$ cat src/rtl/mips_ctrl_pkg.sv
// Shared opcode/ALU-command constants and the decoded-control record for the decode stage.
package mips_ctrl_pkg;

    localparam int unsigned OP_W  = 6;
    localparam int unsigned CMD_W = 4;
    localparam int unsigned BT_W  = 2;

    // Instruction opcodes
    localparam logic [OP_W-1:0] OP_NOP  = 6'd0;
    localparam logic [OP_W-1:0] OP_ADD  = 6'd1;
    localparam logic [OP_W-1:0] OP_SUB  = 6'd3;
    localparam logic [OP_W-1:0] OP_AND  = 6'd5;
    localparam logic [OP_W-1:0] OP_OR   = 6'd6;
    localparam logic [OP_W-1:0] OP_NOR  = 6'd7;
    localparam logic [OP_W-1:0] OP_XOR  = 6'd8;
    localparam logic [OP_W-1:0] OP_SLA  = 6'd9;
    localparam logic [OP_W-1:0] OP_SLL  = 6'd10;
    localparam logic [OP_W-1:0] OP_SRA  = 6'd11;
    localparam logic [OP_W-1:0] OP_SRL  = 6'd12;
    localparam logic [OP_W-1:0] OP_ADDI = 6'd32;
    localparam logic [OP_W-1:0] OP_SUBI = 6'd33;
    localparam logic [OP_W-1:0] OP_LD   = 6'd36;
    localparam logic [OP_W-1:0] OP_ST   = 6'd37;
    localparam logic [OP_W-1:0] OP_BEZ  = 6'd40;
    localparam logic [OP_W-1:0] OP_BNE  = 6'd41;
    localparam logic [OP_W-1:0] OP_JMP  = 6'd42;

    // ALU commands presented to execute
    typedef enum logic [CMD_W-1:0] {
        CMD_ADD = 4'd0,
        CMD_SUB = 4'd2,
        CMD_AND = 4'd4,
        CMD_OR  = 4'd5,
        CMD_NOR = 4'd6,
        CMD_XOR = 4'd7,
        CMD_SHL = 4'd8,
        CMD_SAR = 4'd9,
        CMD_SHR = 4'd10
    } alu_cmd_t;

    // Decoded control record carried from decode to execute
    typedef struct packed {
        alu_cmd_t          exe_cmd;
        logic [BT_W-1:0]   branch_type;
        logic              is_branch;
        logic              is_imm;
        logic              st_or_bne;
        logic              mem_read;
        logic              mem_write;
        logic              wb_en;
    } ctrl_t;

    localparam ctrl_t CTRL_NOP = ctrl_t'(0);

    // An instruction reads src2 as a register unless it is an immediate form,
    // except ST/BNE which use the immediate and still read src2.
    function automatic logic uses_src2(input ctrl_t c);
        return !c.is_imm || c.st_or_bne;
    endfunction

endpackage

$ cat src/rtl/ctrl_decode.sv
// Combinational opcode decode table: opcode in, control record and illegal flag out.
module ctrl_decode
    import mips_ctrl_pkg::*;
(
    input  logic [OP_W-1:0] opcode,
    output ctrl_t           ctrl,
    output logic            illegal
);

    // Table lookup; undefined opcodes fall back to an all-zero NOP with illegal set
    always_comb begin
        ctrl    = CTRL_NOP;
        illegal = 1'b0;
        case (opcode)
            OP_NOP: begin
            end
            OP_ADD: begin
                ctrl.exe_cmd = CMD_ADD;
                ctrl.wb_en   = 1'b1;
            end
            OP_SUB: begin
                ctrl.exe_cmd = CMD_SUB;
                ctrl.wb_en   = 1'b1;
            end
            OP_AND: begin
                ctrl.exe_cmd = CMD_AND;
                ctrl.wb_en   = 1'b1;
            end
            OP_OR: begin
                ctrl.exe_cmd = CMD_OR;
                ctrl.wb_en   = 1'b1;
            end
            OP_NOR: begin
                ctrl.exe_cmd = CMD_NOR;
                ctrl.wb_en   = 1'b1;
            end
            OP_XOR: begin
                ctrl.exe_cmd = CMD_XOR;
                ctrl.wb_en   = 1'b1;
            end
            OP_SLA, OP_SLL: begin
                ctrl.exe_cmd = CMD_SHL;
                ctrl.wb_en   = 1'b1;
            end
            OP_SRA: begin
                ctrl.exe_cmd = CMD_SAR;
                ctrl.wb_en   = 1'b1;
            end
            OP_SRL: begin
                ctrl.exe_cmd = CMD_SHR;
                ctrl.wb_en   = 1'b1;
            end
            OP_ADDI: begin
                ctrl.exe_cmd = CMD_ADD;
                ctrl.is_imm  = 1'b1;
                ctrl.wb_en   = 1'b1;
            end
            OP_SUBI: begin
                ctrl.exe_cmd = CMD_SUB;
                ctrl.is_imm  = 1'b1;
                ctrl.wb_en   = 1'b1;
            end
            OP_LD: begin
                ctrl.exe_cmd  = CMD_ADD;
                ctrl.is_imm   = 1'b1;
                ctrl.mem_read = 1'b1;
                ctrl.wb_en    = 1'b1;
            end
            OP_ST: begin
                ctrl.exe_cmd   = CMD_ADD;
                ctrl.is_imm    = 1'b1;
                ctrl.st_or_bne = 1'b1;
                ctrl.mem_write = 1'b1;
            end
            OP_BEZ, OP_JMP: begin
                ctrl.is_imm      = 1'b1;
                ctrl.is_branch   = 1'b1;
                ctrl.branch_type = opcode[BT_W-1:0];
            end
            OP_BNE: begin
                ctrl.is_imm      = 1'b1;
                ctrl.is_branch   = 1'b1;
                ctrl.st_or_bne   = 1'b1;
                ctrl.branch_type = opcode[BT_W-1:0];
            end
            default: begin
                illegal = 1'b1;
            end
        endcase
    end

endmodule

$ cat src/rtl/decode_pipe_ctrl.sv
// Decode pipeline stage: decodes one instruction per cycle into a registered
// control record, stalls on load-use hazards, squashes on flush and counts
// illegal opcodes.
module decode_pipe_ctrl
    import mips_ctrl_pkg::*;
#(
    parameter int unsigned REG_AW    = 5,
    parameter bit          HAZARD_EN = 1'b1,
    parameter int unsigned CNT_W     = 8
) (
    input  logic              clk,
    input  logic              rst_n,
    input  logic              in_valid,
    output logic              in_ready,
    input  logic [OP_W-1:0]   in_opcode,
    input  logic [REG_AW-1:0] in_src1,
    input  logic [REG_AW-1:0] in_src2,
    input  logic [REG_AW-1:0] in_dst,
    input  logic              flush,
    input  logic              out_ready,
    output logic              out_valid,
    output logic [CMD_W-1:0]  out_exe_cmd,
    output logic [BT_W-1:0]   out_branch_type,
    output logic              out_is_branch,
    output logic              out_is_imm,
    output logic              out_st_or_bne,
    output logic              out_mem_read,
    output logic              out_mem_write,
    output logic              out_wb_en,
    output logic [REG_AW-1:0] out_dst,
    output logic              out_illegal,
    output logic [CNT_W-1:0]  ill_cnt
);

    ctrl_t             in_ctrl;
    logic              in_illegal;

    logic              out_valid_q;
    ctrl_t             out_ctrl_q;
    logic [REG_AW-1:0] out_dst_q;
    logic              out_illegal_q;
    logic [CNT_W-1:0]  ill_cnt_q;

    logic              nxt_valid;
    ctrl_t             nxt_ctrl;
    logic [REG_AW-1:0] nxt_dst;
    logic              nxt_illegal;
    logic [CNT_W-1:0]  nxt_cnt;

    logic              load_en_c;
    logic              hazard_c;

    ctrl_decode u_decode (
        .opcode  (in_opcode),
        .ctrl    (in_ctrl),
        .illegal (in_illegal)
    );

    // Output register may advance when execute takes it or when it holds nothing
    assign load_en_c = out_ready || !out_valid_q;

    // Load-use hazard: a load sits in the output register and the incoming
    // instruction reads its destination
    assign hazard_c = HAZARD_EN
                   && out_valid_q
                   && out_ctrl_q.mem_read
                   && in_valid
                   && ((out_dst_q == in_src1)
                       || ((out_dst_q == in_src2) && uses_src2(in_ctrl)));

    // Flush lets the input through so it can be dropped in the same cycle
    assign in_ready = rst_n && load_en_c && (!hazard_c || flush);

    // Next contents of the output register and illegal counter
    always_comb begin
        nxt_valid   = out_valid_q;
        nxt_ctrl    = out_ctrl_q;
        nxt_dst     = out_dst_q;
        nxt_illegal = out_illegal_q;
        nxt_cnt     = ill_cnt_q;
        if (flush) begin
            nxt_valid   = 1'b0;
            nxt_ctrl    = CTRL_NOP;
            nxt_dst     = '0;
            nxt_illegal = 1'b0;
        end else if (load_en_c) begin
            if (hazard_c || !in_valid) begin
                nxt_valid   = 1'b0;
                nxt_ctrl    = CTRL_NOP;
                nxt_dst     = '0;
                nxt_illegal = 1'b0;
            end else begin
                nxt_valid   = 1'b1;
                nxt_ctrl    = in_ctrl;
                nxt_dst     = in_dst;
                nxt_illegal = in_illegal;
                if (in_illegal && !(&ill_cnt_q)) begin
                    nxt_cnt = ill_cnt_q + CNT_W'(1);
                end
            end
        end
    end

    // Output register and counter, cleared by synchronous reset
    always_ff @(posedge clk) begin
        if (!rst_n) begin
            out_valid_q   <= 1'b0;
            out_ctrl_q    <= CTRL_NOP;
            out_dst_q     <= '0;
            out_illegal_q <= 1'b0;
            ill_cnt_q     <= '0;
        end else begin
            out_valid_q   <= nxt_valid;
            out_ctrl_q    <= nxt_ctrl;
            out_dst_q     <= nxt_dst;
            out_illegal_q <= nxt_illegal;
            ill_cnt_q     <= nxt_cnt;
        end
    end

    assign out_valid       = out_valid_q;
    assign out_exe_cmd     = out_ctrl_q.exe_cmd;
    assign out_branch_type = out_ctrl_q.branch_type;
    assign out_is_branch   = out_ctrl_q.is_branch;
    assign out_is_imm      = out_ctrl_q.is_imm;
    assign out_st_or_bne   = out_ctrl_q.st_or_bne;
    assign out_mem_read    = out_ctrl_q.mem_read;
    assign out_mem_write   = out_ctrl_q.mem_write;
    assign out_wb_en       = out_ctrl_q.wb_en;
    assign out_dst         = out_dst_q;
    assign out_illegal     = out_illegal_q;
    assign ill_cnt         = ill_cnt_q;

endmodule
$ cat config.mk
export PLATFORM = sky130hd
export DESIGN_NAME = decode_pipe_ctrl
export DESIGN_NICKNAME = d
export VERILOG_FILES = /design/src/rtl/mips_ctrl_pkg.sv /design/src/rtl/ctrl_decode.sv /design/src/rtl/decode_pipe_ctrl.sv
export SDC_FILE = /design/constraint.sdc
export NUM_CORES = 1
export LEC_CHECK = 0
export CAP_MARGIN = 5
export CORE_ASPECT_RATIO = 0.75
export CORE_MARGIN = 4
export CORE_UTILIZATION = 44
export CTS_CLUSTER_SIZE = 25
export DETAILED_ROUTE_END_ITERATION = 8
export PLACE_DENSITY = 0.9
export SYNTH_ARGS = -nofsm -noshare
export SYNTH_HDL_FRONTEND = slang
export SYNTH_HIERARCHICAL = 1
export SYNTH_SLANG_ARGS = --single-unit
$ cat constraint.sdc
create_clock -name clk -period 2.94 [get_ports clk]
set_input_delay 0.588 -clock clk [delete_from_list [all_inputs] [get_ports clk]]
set_output_delay 0.588 -clock clk [all_outputs]
set_load 0.02 [all_outputs]
==> results.toml <==
[run_status]
status = "finished clean"

[synthesis]
syn_area_um2 = 1510
synth_edf_count = 0
netlist-cell-type-count = 46
async_flop_share = 0
synth_ff_type = "dfxtp_1"
synth_nets = 196
ys_ff_latch = 27
ys_seq_area_frac = 0.358
ys_warn_count = 6
synth.avg_cell_area_um2 = 8.94
syn_inst = 169

[floorplanning]
die_w_um = 75.7
initial_core_util = 0.459
rows = 18
die_h_um = 58.7
die_area_um2 = 4440
fp.coreArea_um2 = 3290
pin_count = 54

[sta]
fin_crit_sh = 0.966
setup_viol = 0
worst_pin_slew_ns = 0.298
hold_slack_ns = 0.481
drv_slew = 0
finClkSkew_ns = 0.00494
rsz0062_at_grt = "false"
max_slew_margin = 0.801
fmax_ghz = 0.352
timing.final.crit_period_ns = 2.84
hold_viol = 0

[route]
ant_nets = 0
dr.pass1.iters = 4
routed_wirelength_um = 4240
viasPerCell = 5.57
wl_per_cell_um = 15.3
via_count = 1548
drt_iter0_drc = 137
drcViolationCount = 0

[worst_setup_path]
r2r-start = "out_dst[0]"
arrival_ns = 2.25
crit_type = "input port to output pin"
critPathMaxFanout = 2
cp-end-kind = "output pin"
crit_start = "in_opcode[0]"
cp_slowest_cell = "clkdlybuf4s50_1"
path_buf_inv = 3
critPathRequiredTime_ns = 2.35
cp-start-kind = "input port"
path_cells = "clkdlybuf4s50_1 -> nand2b_1 -> a221oi_2 -> inv_1 -> o2111ai_2 -> o22ai_4 -> a21oi_1 -> buf_2"
crit_family = "compound AO/OA/AOI/OAI gates"
cp_slowest_stage_delay_ns = 0.42

[clock_network]
cts_tree = "yes"
cts_setup_buffers = 0
numCtsBuffers = 3
clock_sinks = 27
cts.path.max_buffers = 2
clk_pin_slew_worst_paths_ns = 0.09
cts-root-buf = "clkbuf_8"
insertion_delay_ns = 0.27
htreeDepth = 1

[grt]
grt_usage = 0.197
grt_pass1_vias = 1445
grt_max_degree = 19
overflow = 0
grt_pass1_wl_um = 6820
antenna_found_initial = 0

[finish]
final_cell_mix = "clkdlybuf4s50_1 (50), dfxtp_1 (27), buf_4 (21)"
multiInputGateArea_um2 = 910
syn2layout_area_growth_pct = 48.7
fin_nets = 266
fillCellCount = 277
final_common_cell = "clkdlybuf4s50_1"
fin_util = 0.683
drive_above_1_share = 0.139
register_area_um2 = 541
diodes = 0

[job]
drv_cap = 0

[power]
p_per_area_nw_per_um2 = 327
p_leak_uw = 0.000820
irDropWorstVdd_uv = 287

[placement]
dpl.hpwl_um = 3300
port_buffers = 53
gp_congestion = 0.895

[min_path]
worst_hold_path_type = "register to register"
min-delay-start = "out_exe_cmd[0]"
routing by layer:
layer,track usage,vias up,part of all wire
li1,-,769,-
met1,0.284,720,0.47
met2,0.296,57,0.44
met3,0.0563,2,0.083
met4,0.0324,0,0.0054
met5,0,-,0
state kept, by name (all words and copies together) (netlist names):
signal / count
out_wb_en: 1
out_dst: 5
out_valid: 1
out_exe_cmd: 4
ill_cnt: 8
out_mem_read: 1
out_is_imm: 1
out_illegal: 1
out_mem_write: 1
out_branch_type: 2
out_st_or_bne: 1
out_is_branch: 1
per-stage QoR:
step | cells | setup TNS [ns] | worst slack, ns | area [um^2] | total power, uW
6_report | 278 | 0 | 0.100 | 2250 | 734
3_5_place_dp | 274 | -1.69 | -0.452 | 2200 | 533
3_3_place_gp | 274 | -0.441 | -0.398 | 2200 | 531
2_1_floorplan | 169 | 0 | 0.140 | 1510 | 455
5_1_grt | 278 | 0 | 0.0107 | 2250 | 766
4_1_cts | 278 | 0 | 0.0322 | 2250 | 744
worst register-to-register path: stages (launching register included):
cell and delay, ns:
dfxtp_1 0.36, xnor2_1 0.27, o2111ai_2 0.21, o22ai_4 0.17
buf_4 0.25, nor4b_4 0.08, buf_4 0.18, a22o_1 0.24
final timing paths:
path	slack, ns	end	depth (start not counted)
max	0.10	in_ready	8
min	0.48	out_exe_cmd[0]	1
max reg2reg	1.08	out_dst[3]	7
min reg2reg	0.48	out_exe_cmd[0]	1
what timing repair did:
| item | 4_1_cts | 5_1_grt |
|---|---|---|
| setup endpoints to repair | 1 | 1 |
| hold buffers | 0 | 0 |
| cloned | 0 | 0 |
| resized for setup | 7 | 1 |
| pin swaps | 2 | 1 |
cells by family after synthesis:
logic type                 synth area share
DFF                                   0.358
muxes                               0.00746
AOI/OAI and AO/OA                     0.275
adders and majority gates           0.00828
buffers and inverters                0.0472
xor gates and xnor gates             0.0580
and+or+nand+nor                       0.246
where the power goes:
| part | total, uW | switching, uW | internal [uW] |
|---|---|---|---|
| Sequential | 376 | 5.52 | 371 |
| Clock | 208 | 113 | 95.0 |
| Combinational | 150 | 67.3 | 82.3 |
| Total | 734 | 186 | 548 |
Yosys cell counts (2+ instances only):
library cell   n  area [um^2]
o21bai_1       2         15.0
a22o_1        18          158
o31ai_1        4         30.0
a21oi_1       10         50.1
and3_1         2         12.5
nor2b_1        3         18.8
nor2_1         8         30.0
nand2_1       11         41.3
nor4_1         3         18.8
xnor2_1       10         87.6
o21ai_0        6         30.0
nor3b_1        2         15.0
or4_1          3         22.5
nand3b_1       2         15.0
nand4_1        2         12.5
dfxtp_1       27          541
nor3_1         3         15.0
buf_2          6         30.0
nand2b_1       8         50.1
o21a_1         3         22.5
inv_1          5         18.8
or3_1          2         12.5
nand3_1        6         30.0
final cells by class:
cell class                 instances  share of cell area
multi-input combinational        128               0.405
clock buffer                       3              0.0184
tap                               40              0.0223
inverter                           5             0.00836
sequential                        27               0.241
clock inverter                     1             0.00223
timing repair buffer              74               0.303
No activity file was read; power rests on OpenSTA's default activity.
